`config.mk`:
```
export PLATFORM = sky130hd
export DESIGN_NAME = lcd_init_seq
export DESIGN_NICKNAME = d
export VERILOG_FILES = /design/src/rtl/lcd_pkg.sv /design/src/rtl/lcd_init_rom.sv /design/src/rtl/lcd_init_seq.sv
export SDC_FILE = /design/constraint.sdc
export NUM_CORES = 1
export LEC_CHECK = 0
export ABC_CLOCK_PERIOD_IN_PS = 5350
export CAP_MARGIN = 20
export CORE_MARGIN = 1.5
export CORE_UTILIZATION = 40
export DETAILED_ROUTE_END_ITERATION = 10
export SYNTH_ARGS = -nofsm -noshare
export SYNTH_HDL_FRONTEND = slang
export SYNTH_SLANG_ARGS = --single-unit
```
`constraint.sdc`:
```
create_clock -name clk -period 5.35 [get_ports clk]
set_clock_uncertainty 0.15 [all_clocks]
set_input_delay 1.07 -clock clk [delete_from_list [all_inputs] [get_ports clk]]
set_output_delay 1.07 -clock clk [all_outputs]
set_load 0.01 [all_outputs]
```
`src/rtl/lcd_pkg.sv`:
```
// Shared definitions for the LCD init sequencer: ROM entry layout, entry types and FSM states.
package lcd_pkg;

  localparam int ENTRY_W = 10;

  localparam logic [1:0] ENT_CMD = 2'b00;
  localparam logic [1:0] ENT_DAT = 2'b01;
  localparam logic [1:0] ENT_DLY = 2'b10;
  localparam logic [1:0] ENT_END = 2'b11;

  typedef enum logic [2:0] {
    ST_IDLE,
    ST_RST_LO,
    ST_RST_HI,
    ST_FETCH,
    ST_DECODE,
    ST_SEND,
    ST_DELAY,
    ST_DONE
  } state_t;

endpackage

```
`src/rtl/lcd_init_rom.sv`:
```
// Synchronous-read script ROM; the panel script lives entirely in ROM_INIT (entry i at bits
// [i*ENTRY_W +: ENTRY_W]) so a different panel only needs a different parameter value.
module lcd_init_rom
  import lcd_pkg::*;
#(
  parameter int                           ROM_DEPTH = 64,
  parameter int                           ADDR_W    = (ROM_DEPTH > 1) ? $clog2(ROM_DEPTH) : 1,
  parameter logic [ROM_DEPTH*ENTRY_W-1:0] ROM_INIT  = '1
) (
  input  logic               clk,
  input  logic [ADDR_W-1:0]  addr,
  output logic [ENTRY_W-1:0] entry
);

  logic [ENTRY_W-1:0] entry_d;
  logic [ENTRY_W-1:0] entry_q;

  always_comb begin
    entry_d = ROM_INIT[int'(addr)*ENTRY_W +: ENTRY_W];
  end

  always_ff @(posedge clk) begin
    entry_q <= entry_d;
  end

  assign entry = entry_q;

endmodule

```
`src/rtl/lcd_init_seq.sv`:
```
// LCD init sequencer: pulses the panel reset, then walks the script ROM and hands command/data
// bytes to the serial shifter over a valid/ready handshake.
module lcd_init_seq
  import lcd_pkg::*;
#(
  parameter int                           TICKS_PER_MS = 27000,
  parameter int                           ROM_DEPTH    = 64,
  parameter int                           RST_LOW_MS   = 10,
  parameter int                           RST_REL_MS   = 120,
  parameter logic [ROM_DEPTH*ENTRY_W-1:0] ROM_INIT     = '1
) (
  input  logic       clk,
  input  logic       rst,
  input  logic       start,
  input  logic       tx_rdy,
  output logic       tx_vld,
  output logic [7:0] tx_byte,
  output logic       tx_dc,
  output logic       lcd_rst_n,
  output logic       busy,
  output logic       done
);

  localparam int ADDR_W = (ROM_DEPTH > 1) ? $clog2(ROM_DEPTH) : 1;
  localparam int TICK_W = (TICKS_PER_MS > 1) ? $clog2(TICKS_PER_MS) : 1;

  localparam logic [TICK_W-1:0] TICK_LAST   = TICK_W'(TICKS_PER_MS - 1);
  localparam logic [ADDR_W-1:0] PTR_LAST    = ADDR_W'(ROM_DEPTH - 1);
  localparam logic [7:0]        RST_LO_LAST = 8'(RST_LOW_MS - 1);
  localparam logic [7:0]        RST_HI_LAST = 8'(RST_REL_MS - 1);

  state_t              state_q, state_d;
  logic [ADDR_W-1:0]   ptr_q, ptr_d;
  logic [TICK_W-1:0]   tick_q, tick_d;
  logic [7:0]          ms_q, ms_d;
  logic                tx_vld_q, tx_vld_d;
  logic [7:0]          tx_byte_q, tx_byte_d;
  logic                tx_dc_q, tx_dc_d;
  logic                lcd_rst_n_q, lcd_rst_n_d;
  logic                busy_q, busy_d;
  logic                done_q, done_d;

  logic [ENTRY_W-1:0]  entry;
  logic [1:0]          ent_type;
  logic [7:0]          ent_payload;
  logic [7:0]          ms_last;
  logic                timed;
  logic                timer_done;
  logic                advance;

  lcd_init_rom #(
    .ROM_DEPTH (ROM_DEPTH),
    .ADDR_W    (ADDR_W),
    .ROM_INIT  (ROM_INIT)
  ) u_rom (
    .clk   (clk),
    .addr  (ptr_q),
    .entry (entry)
  );

  assign ent_type    = entry[ENTRY_W-1 -: 2];
  assign ent_payload = entry[7:0];

  // Terminal-count compare: the state ends on the cycle where tick and ms both hit their last value.
  always_comb begin
    ms_last = 8'd0;
    timed   = 1'b0;
    case (state_q)
      ST_RST_LO: begin ms_last = RST_LO_LAST;        timed = 1'b1; end
      ST_RST_HI: begin ms_last = RST_HI_LAST;        timed = 1'b1; end
      ST_DELAY:  begin ms_last = ent_payload - 8'd1; timed = 1'b1; end
      default:   ;
    endcase
    timer_done = timed && (tick_q == TICK_LAST) && (ms_q == ms_last);
  end

  always_comb begin
    state_d   = state_q;
    ptr_d     = ptr_q;
    tx_byte_d = tx_byte_q;
    tx_dc_d   = tx_dc_q;
    advance   = 1'b0;

    case (state_q)
      ST_IDLE, ST_DONE: begin
        if (start) begin
          state_d = ST_RST_LO;
          ptr_d   = '0;
        end
      end
      ST_RST_LO: if (timer_done) state_d = ST_RST_HI;
      ST_RST_HI: if (timer_done) state_d = ST_FETCH;
      ST_FETCH:  state_d = ST_DECODE;
      ST_DECODE: begin
        case (ent_type)
          ENT_CMD, ENT_DAT: begin
            tx_byte_d = ent_payload;
            tx_dc_d   = (ent_type == ENT_DAT);
            state_d   = ST_SEND;
          end
          ENT_DLY: begin
            if (ent_payload == 8'd0) advance = 1'b1;
            else                     state_d = ST_DELAY;
          end
          default: state_d = ST_DONE;
        endcase
      end
      ST_SEND:  if (tx_rdy) advance = 1'b1;
      ST_DELAY: if (timer_done) advance = 1'b1;
      default:  state_d = ST_IDLE;
    endcase

    // Consuming the last ROM slot ends the script rather than wrapping back to entry 0.
    if (advance) begin
      if (ptr_q == PTR_LAST) begin
        state_d = ST_DONE;
      end else begin
        ptr_d   = ptr_q + 1'b1;
        state_d = ST_FETCH;
      end
    end
  end

  always_comb begin
    tick_d = '0;
    ms_d   = 8'd0;
    if (timed && (state_d == state_q)) begin
      if (tick_q == TICK_LAST) begin
        ms_d = ms_q + 8'd1;
      end else begin
        tick_d = tick_q + 1'b1;
        ms_d   = ms_q;
      end
    end
  end

  always_comb begin
    tx_vld_d    = (state_d == ST_SEND);
    busy_d      = (state_d != ST_IDLE) && (state_d != ST_DONE);
    done_d      = (state_d == ST_DONE);
    lcd_rst_n_d = lcd_rst_n_q;
    if (state_d == ST_RST_LO)      lcd_rst_n_d = 1'b0;
    else if (state_d == ST_RST_HI) lcd_rst_n_d = 1'b1;
  end

  always_ff @(posedge clk or negedge rst) begin
    if (!rst) begin
      state_q     <= ST_IDLE;
      ptr_q       <= '0;
      tick_q      <= '0;
      ms_q        <= 8'd0;
      tx_vld_q    <= 1'b0;
      tx_byte_q   <= 8'd0;
      tx_dc_q     <= 1'b0;
      lcd_rst_n_q <= 1'b0;
      busy_q      <= 1'b0;
      done_q      <= 1'b0;
    end else begin
      state_q     <= state_d;
      ptr_q       <= ptr_d;
      tick_q      <= tick_d;
      ms_q        <= ms_d;
      tx_vld_q    <= tx_vld_d;
      tx_byte_q   <= tx_byte_d;
      tx_dc_q     <= tx_dc_d;
      lcd_rst_n_q <= lcd_rst_n_d;
      busy_q      <= busy_d;
      done_q      <= done_d;
    end
  end

  assign tx_vld    = tx_vld_q;
  assign tx_byte   = tx_byte_q;
  assign tx_dc     = tx_dc_q;
  assign lcd_rst_n = lcd_rst_n_q;
  assign busy      = busy_q;
  assign done      = done_q;

endmodule

```
* After elaboration in Yosys (flattened, before gate mapping)
Index checks and enable logic that the tools add are counted.
** Operators by class
- $add $sub $neg :: 4
- Multipliers :: 1
- Equal/unequal tests :: 19
- Shifts and indexed selects :: 1
- Mux-type cells :: 25
- Reductions and logical operators :: 13
** Operator list (count)
- $shiftx A640 B32 Y10 const A :: 1
- $mux W15 :: 2
- $mux W6 :: 4
- $pmux W8 S3 :: 1
- $eq A3 B3 Y1 const B :: 6
- $mux W3 :: 6
- $mux W8 :: 2
- $add A15 B1 Y15 const B :: 1
- $eq A15 B15 Y1 const B :: 1
- $pmux W3 S5 :: 1
- $eq A3 B2 Y1 const B :: 3
- $mul A6 B3 Y9 const B :: 1
- $add A8 B1 Y8 const B :: 1
- $eq A8 B8 Y1 :: 1
- $logic_not A8 Y1 :: 1
- $sub A8 B1 Y8 const B :: 1
- $mux W1 :: 7
- $add A6 B1 Y6 const B :: 1
- $eq A3 B1 Y1 const B :: 2
- $eq A6 B6 Y1 const B :: 1
- $pmux W3 S2 :: 1
- $logic_and A1 B1 Y1 :: 4
- $reduce_or A2 Y1 :: 2
- $eq A3 B3 Y1 :: 1
- 11 further kinds :: 11
** Word-level totals
- Register bits :: 55
- Input port bits :: 4
- Output and inout port bits :: 13
- Logic and storage cells :: 74

* Longest topological paths before layout
- Depth after elaboration :: 11
- Mapped depth :: 8
- Depth with buffers taken out :: 8

* Cells and area by module
From an unflattened synthesis, not the netlist that was laid out.
** Second synthesis, totals
- Cell total of the unflattened synthesis :: 325
- Area, all modules :: 2950.3 um^2
** Modules (own cells, without submodules)
- lcd_init_seq :: instances 1, cells each 314, area an instance 2871.5 um^2, sequential area each 1126.1 um^2
- lcd_init_rom :: instances 1, cells each 11, area an instance 78.8 um^2, sequential area each 0.0 um^2

* Least setup slack after synthesis
Ideal clock, no wire load.
- Path type :: flip-flop to flip-flop
- From :: register tick_q[3]
- To :: register done_q (netlist: done)
- Setup time :: 120 ps
- Arrival :: 2445 ps
- Required time :: 5080 ps
- Setup slack :: 2635 ps
- Cell stages (with the launch flop) :: 8
- Buffers on the path :: 0
- Period minus slack after synthesis :: 2715 ps
- Cells stage by stage :: dfrtp_1 or4b_4 nor4_4 o2111a_2 mux2_2 nor2_1 nand2_1 and3_1
** On the way
- Cells in the longest elaborated chain, start to end :: 7
- Elaborated cells between the ends (all ways) :: 10
- Classes of those cells :: 2 x eq/ne; 6 x mux; 2 x reduce/logical
** Ends and longest elaborated chain
- start: declaration :: RTL line lcd_init_seq.sv:34 : logic [TICK_W-1:0] tick_q, tick_d;
- start signal: assignment :: RTL line lcd_init_seq.sv:161 : tick_q <= tick_d;
- $eq A15 B15 Y1 (*) :: RTL line lcd_init_seq.sv:74 : timer_done = timed && (tick_q == TICK_LAST) && (ms_q == ms_last);
- $logic_and A1 B1 Y1 (*) (2 in series) :: RTL line lcd_init_seq.sv:74
- $mux W3, or another cell as far along :: RTL line lcd_init_seq.sv:92 : ST_RST_HI: if (timer_done) state_d = ST_FETCH;
- $pmux W3 S5 or $pmux W1 S3 (tied branches) :: RTL line lcd_init_seq.sv:84 : case (state_q)
- $mux W3 (*) :: RTL line lcd_init_seq.sv:114 : if (advance) begin
- via state_d[0] :: RTL line lcd_init_seq.sv:32 : state_t state_q, state_d;
- $eq A3 B3 Y1 (*) :: RTL line lcd_init_seq.sv:140 : done_d = (state_d == ST_DONE);
- via done_d :: RTL line lcd_init_seq.sv:41 : logic done_q, done_d;
- end signal: assignment :: RTL line lcd_init_seq.sv:168 : done_q <= done_d;
- end: declaration :: RTL line lcd_init_seq.sv:41
Mark *: on every way through the listed nets, which the timed path passes. The rest lies on a longest branch.
A chain may end at the register's enable or synchronous reset.

* Final worst setup path
Ends and elaborated chain as after synthesis.

==> qor.csv <==
metric,value,unit
holdWs,341,ps
cts_hold_buffers,0,
cts_tree,done,
yosys.area_share.simple,26.2,%
cap_violations,0,
slew_headroom,31.0,%
worst_slew_pin_slew,1030,ps
async_flop_share,100,%
clockBufferDepth,2,
synth_enable_flop_cells,0,
drive_above_1_share,8.41,%
yosys_warnings,0,
fmax,346,MHz
dp.cells,273,
wl,3.43,mm
critical_path_class,flip-flop to flip-flop,
rsz0062_at_grt,false,
final_cell_count_no_fill,281,
status,"complete, no violations",
clk_latency,290,ps
hold_violations,0,
syn_inst,205,
synth_fa_ha_area_share,1.89,%
syn_area_per_cell,9.70,um2
drtIter0Drc,76,
p_per_area,237,mW/mm2
ys_top_cells_by_count,"dfrtp_1 (36), nor2_1 (31), nand2_1 (15)",
area_growth_syn_to_layout,9.31,%
top_level_ports,17,
drcViolationCount,0,
yosysUniqueCellTypes,43,
drv_slew,0,
die_h,73.5,um
yosysMostFrequentCell,dfrtp_1,
syn-cell-area,0.00199,mm2
netlist_top_cells_area,"dfrtp_1 (45%), xor2_1 (6.2%), nor2_1 (5.8%), xnor2_1 (3.5%), buf_4 (3.4%)",
post-cts-setup-buffers,0,
p_leak,1.03,nW
finalCritPeriodShare,54.0,%
setup_slack,2460,ps
synth.mux.area_fraction,2.58,%
yosys_register_bits,36,
startpoint_type,flip-flop,
port_buffers,7,
n_antenna_cell,0,
ys.flop_type,dfrtp_1,
synth_compound_area_share,8.11,%
yosysTopAreaCell,dfrtp_1,
endpoint_kind,flip-flop,
vias,1376,
yosysTopAreaCellShare,45.3,%
vias_per_cell,4.90,
start_util,41.8,%
setup_violations,0,
min_period,2890,ps
core,0.00475,mm2
cts_buffers,5,
dp_hpwl,2.39,mm
die_w,73.5,um
grt_pass1_vias,1261,
grt_overflow,0,
pre_cts_slack,2450,ps
synth_top_family_by_area,simple AND/OR/NAND/NOR gates,
tns,0,ps
htree_num_levels,2,
routedWlPerCell,12.2,um
place_congestion,0.764,
grt_pass1_wl,5.84,mm
ant_nets,0,
grt_usage,14.6,%
rows,25,
antenna_found_initial,0,
crit_fanout,8,
root_buffer,clkbuf_8,
dieArea,0.00541,mm2
grt_start_max_net_pins,37,
dr.pass1.iters,4,
cts_num_sinks,36,
hold_class,flip-flop to flip-flop,
utilization,45.7,%
irDropWorstVdd,0.000179,V
required,5390,ps
crit_arrival,2930,ps
path_clk_slew,70,ps
ys_seq_area_share,45.3,%
nets,220,
cts.repair.resized,0,
synth-xor-area-share,9.69,%
## critical path, stage by stage (launching register included)
cell      delay [ps]
dfrtp_1          410
or4b_4           560
nor4_4           510
o2111a_2         360
mux2_2           360
nor2_1           130
nand2_1          110
and3_1           200
## flip-flops by register name, indices dropped and copies added, names as in the netlist
register and cells:
tx_vld 1, tick_q 15, done 1, busy 1
ptr_q 6, ms_q 8, state_q 3, lcd_rst_n 1
## through the flow
step                instance area [um2]  power, mW
finish                             2170      0.516
floorplan                          2020      0.285
detailed placement                 2070      0.288
CTS                                2170      0.525
global placement                   2070      0.288
global route                       2170      0.537
## layout make-up
class	instances	area, um2
tap	67	83.8
inverter	5	18.8
sequential	36	901
multi-input combinational	158	998
clock inverter	2	35.0
fill	456	2580
timing repair buffer	7	65.1
clock buffer	6	72.6
## routing by layer
metal | track usage, % | routed length [um]
met1 | 19.4 | 1640
met2 | 21.4 | 1570
met3 | 3.98 | 144
met5 | 0 | 0
met4 | 8.02 | 85
## where the power goes
group / internal [mW] / total, mW / switching, mW
clock network: 0.138 / 0.234 / 0.0958
logic: 0.00157 / 0.0102 / 0.00863
registers: 0.272 / 0.272 / 0
## final timing paths
| check | start | to | slack [ps] | cells after the start |
|---|---|---|---|---|
| worst max-delay path | tick_q[3] | done | 2460 | 7 |
| worst min-delay path | tick_q[0] | tick_q[0] | 340 | 1 |
| worst max register to register | tick_q[3] | done | 2460 | 7 |
| worst min register to register | tick_q[0] | tick_q[0] | 340 | 1 |
| max in group asynchronous | rst | ms_q[1] | 3820 | 1 |
| min in group asynchronous | rst | ptr_q[5] | 710 | 1 |
## logic make-up after synthesis
| group | Yosys count |
|---|---|
| buffers and inverters | 19 |
| muxes | 5 |
| and+or+nand+nor | 95 |
| DFF | 36 |
| other | 1 |
| adders and majority gates | 3 |
| xor gates and xnor gates | 22 |
| AOI/OAI and AO/OA | 24 |
## layout by cell type, fill, tap and decap left out, types with 2 or more instances in the layout
cell type and instances:
a21oi_1 4, nand3_1 11, nor3_1 4, o211ai_1 2, mux2i_1 4, ha_1 3
and2_1 2, conb_1 9, clkdlybuf4s50_1 6, nand2_1 15, clkbuf_8 5, nand4b_1 2
and3_1 8, inv_1 5, o21ai_0 10, xnor2_1 8, nand4_1 3, nor2_1 31
or3_1 3, a31oi_1 2, dfrtp_1 36, and3_2 2, xor2_1 14, nor3b_1 2
and4_1 2
Note: power is estimated with default switching activity, not from simulation.
==> variant: new RTL, same flow settings <==
`TICKS_PER_MS`: 27000 -> 54000.
--- a/src/rtl/lcd_init_seq.sv
+++ b/src/rtl/lcd_init_seq.sv
@@ -5,3 +5,3 @@
 #(
-  parameter int                           TICKS_PER_MS = 27000,
+  parameter int                           TICKS_PER_MS = 54000,
   parameter int                           ROM_DEPTH    = 64,
Formal check against the unedited RTL: same outputs for any inputs over 10 cycles, from zero or initial values and one cycle with rst low; that may be too few to reach the edited logic, so the function may still have changed.
==> variant against the original RTL <==
  * Final area rose by 4.6%
  * Die area up 4.2%
  * Setup slack got worse by 0.021 ns
  * Sequential cell count rose by 1
  * Synthesized area grew 4.4%
  * Wire length grew 6.9%
Power is not compared: it rests on default switching activity, and its combinational part moved more than twofold at a synthesized area within 25%.
==> variant: results (changes against the original RTL) <==
outcome: complete, no violations
cell area after synthesis: 0.002077 sq mm (+4.4%)
multi-input logic area: 0.001059 sq mm (+6.0%)
Area after DPL: 0.002163 sq mm (+4.7%)
Commonest cells post-synth: dfrtp_1, nor2_1, nand2_1, xor2_1
CLK BUF: 6 (unchanged)
Worst EP required: 5.38 ns (about the same)
reg-to-reg startpoint: state_q[1]
GRT Total Usage: 14.64% (+0.069 points)
largest net degree at the start of global routing: 38 (+2.7%)
top post-synthesis cells by area: dfrtp_1, nor2_1, xor2_1
Hold Path Class: flop to flop
Nets: 237 (+7.7%)
Clock Sinks: 37 (+2.8%)
# fillers: 491 (+7.7%)
share of layout cells above drive strength 1: 5.195% (-3.2 points)
Signal buffers: 8 (+1)
Vias/cell: 5.037 (+2.9%)
multi-input combinational area share: 46.53% (+0.62 points)
Post-synth ARST share: 100.0% (unchanged)
Avg Inst Size Synth: 9.231 sq um (-4.9%)
hold_ws: 0.3052 ns (-0.03536 ns)
register area share after synthesis: 44.58% (-0.70 points)
hpwl dp: 2.447 mm (+2.4%)
FF-to-FF End: done
biggest regs: tick_q: 16 flops, ms_q: 8 flops, ptr_q: 6 flops
H-tree depth: 2 (unchanged)
Clock-cell share: 4.895% (-0.053 points)
Worst R2R Path Depth: 6 (-1)
critical path endpoint: done
Worst-Margin Slew: 0.8354 ns (-0.1968 ns)
post-route minimum period: 2.911 ns (+0.02103 ns)
via count: 1516 (+10%)
pre-CTS setup slack: 2.419 ns (-0.02749 ns)
cts repair resizes: 0 (unchanged)
RePlAce Congestion: 0.7303 (-4.4%)
vias in the first global route: 1377 (+9.2%)
first-pass GRT wire length: 6.223 mm (+6.5%)
sequential cell area: 925.9 sq um (+2.8%)
CTS max path bufs: 2 (unchanged)
worst skew pair latency: 0.29 ns (about the same)
DP Cell Count: 293 (+7.3%)
Static Leak: 0.0009395 uW
Iter 0 DRT Violations: 84 (+11%)
comb_multi_in: 173 (+9.5%)
Synth cell types: 46 (+7.0%)
CP Max Fanout: 19 (+11)
layout buffering overhead excluding clock cells: 3.190% (+0.20 points)
WL per Instance: 12.19 um (-0.23%)
variant: cells by family (layout without fill, tap and decap cells):
kind of cell	Yosys count	after routing	synth area share (%)
and+or+nand+nor	105	105	25.85
DFF	37	37	44.58
AOI/OAI and AO/OA	28	28	9.459
buffers and inverters	23	21	5.904
xor gates and xnor gates	22	22	9.277
muxes	6	6	2.952
adders and majority gates	3	3	1.807
other	1	9	0.1805
variant: worst max-delay path: stages, from the launching register on:
cell and delay, ns:
dfrtp_1 0.66, nor2b_1 0.47, mux2i_1 0.24, nand4_1 0.17, nor3_1 0.53, mux2_2 0.41, and3_1 0.17
variant: report_power, final:
group          internal, uW  switching [uW]  leakage [uW]
clock network           140             104     0.0000554
logic                   125             149      0.000386
registers               319            66.6      0.000499
variant: layer usage:
layer | global-route usage, % | vias to the layer above | part of all wire, %
met5 | 0 | - | 0
met4 | 6.667 | 0 | 1.6
met3 | 3.614 | 7 | 2.8
met2 | 22.22 | 18 | 45
met1 | 19.76 | 717 | 50
li1 | - | 774 | -
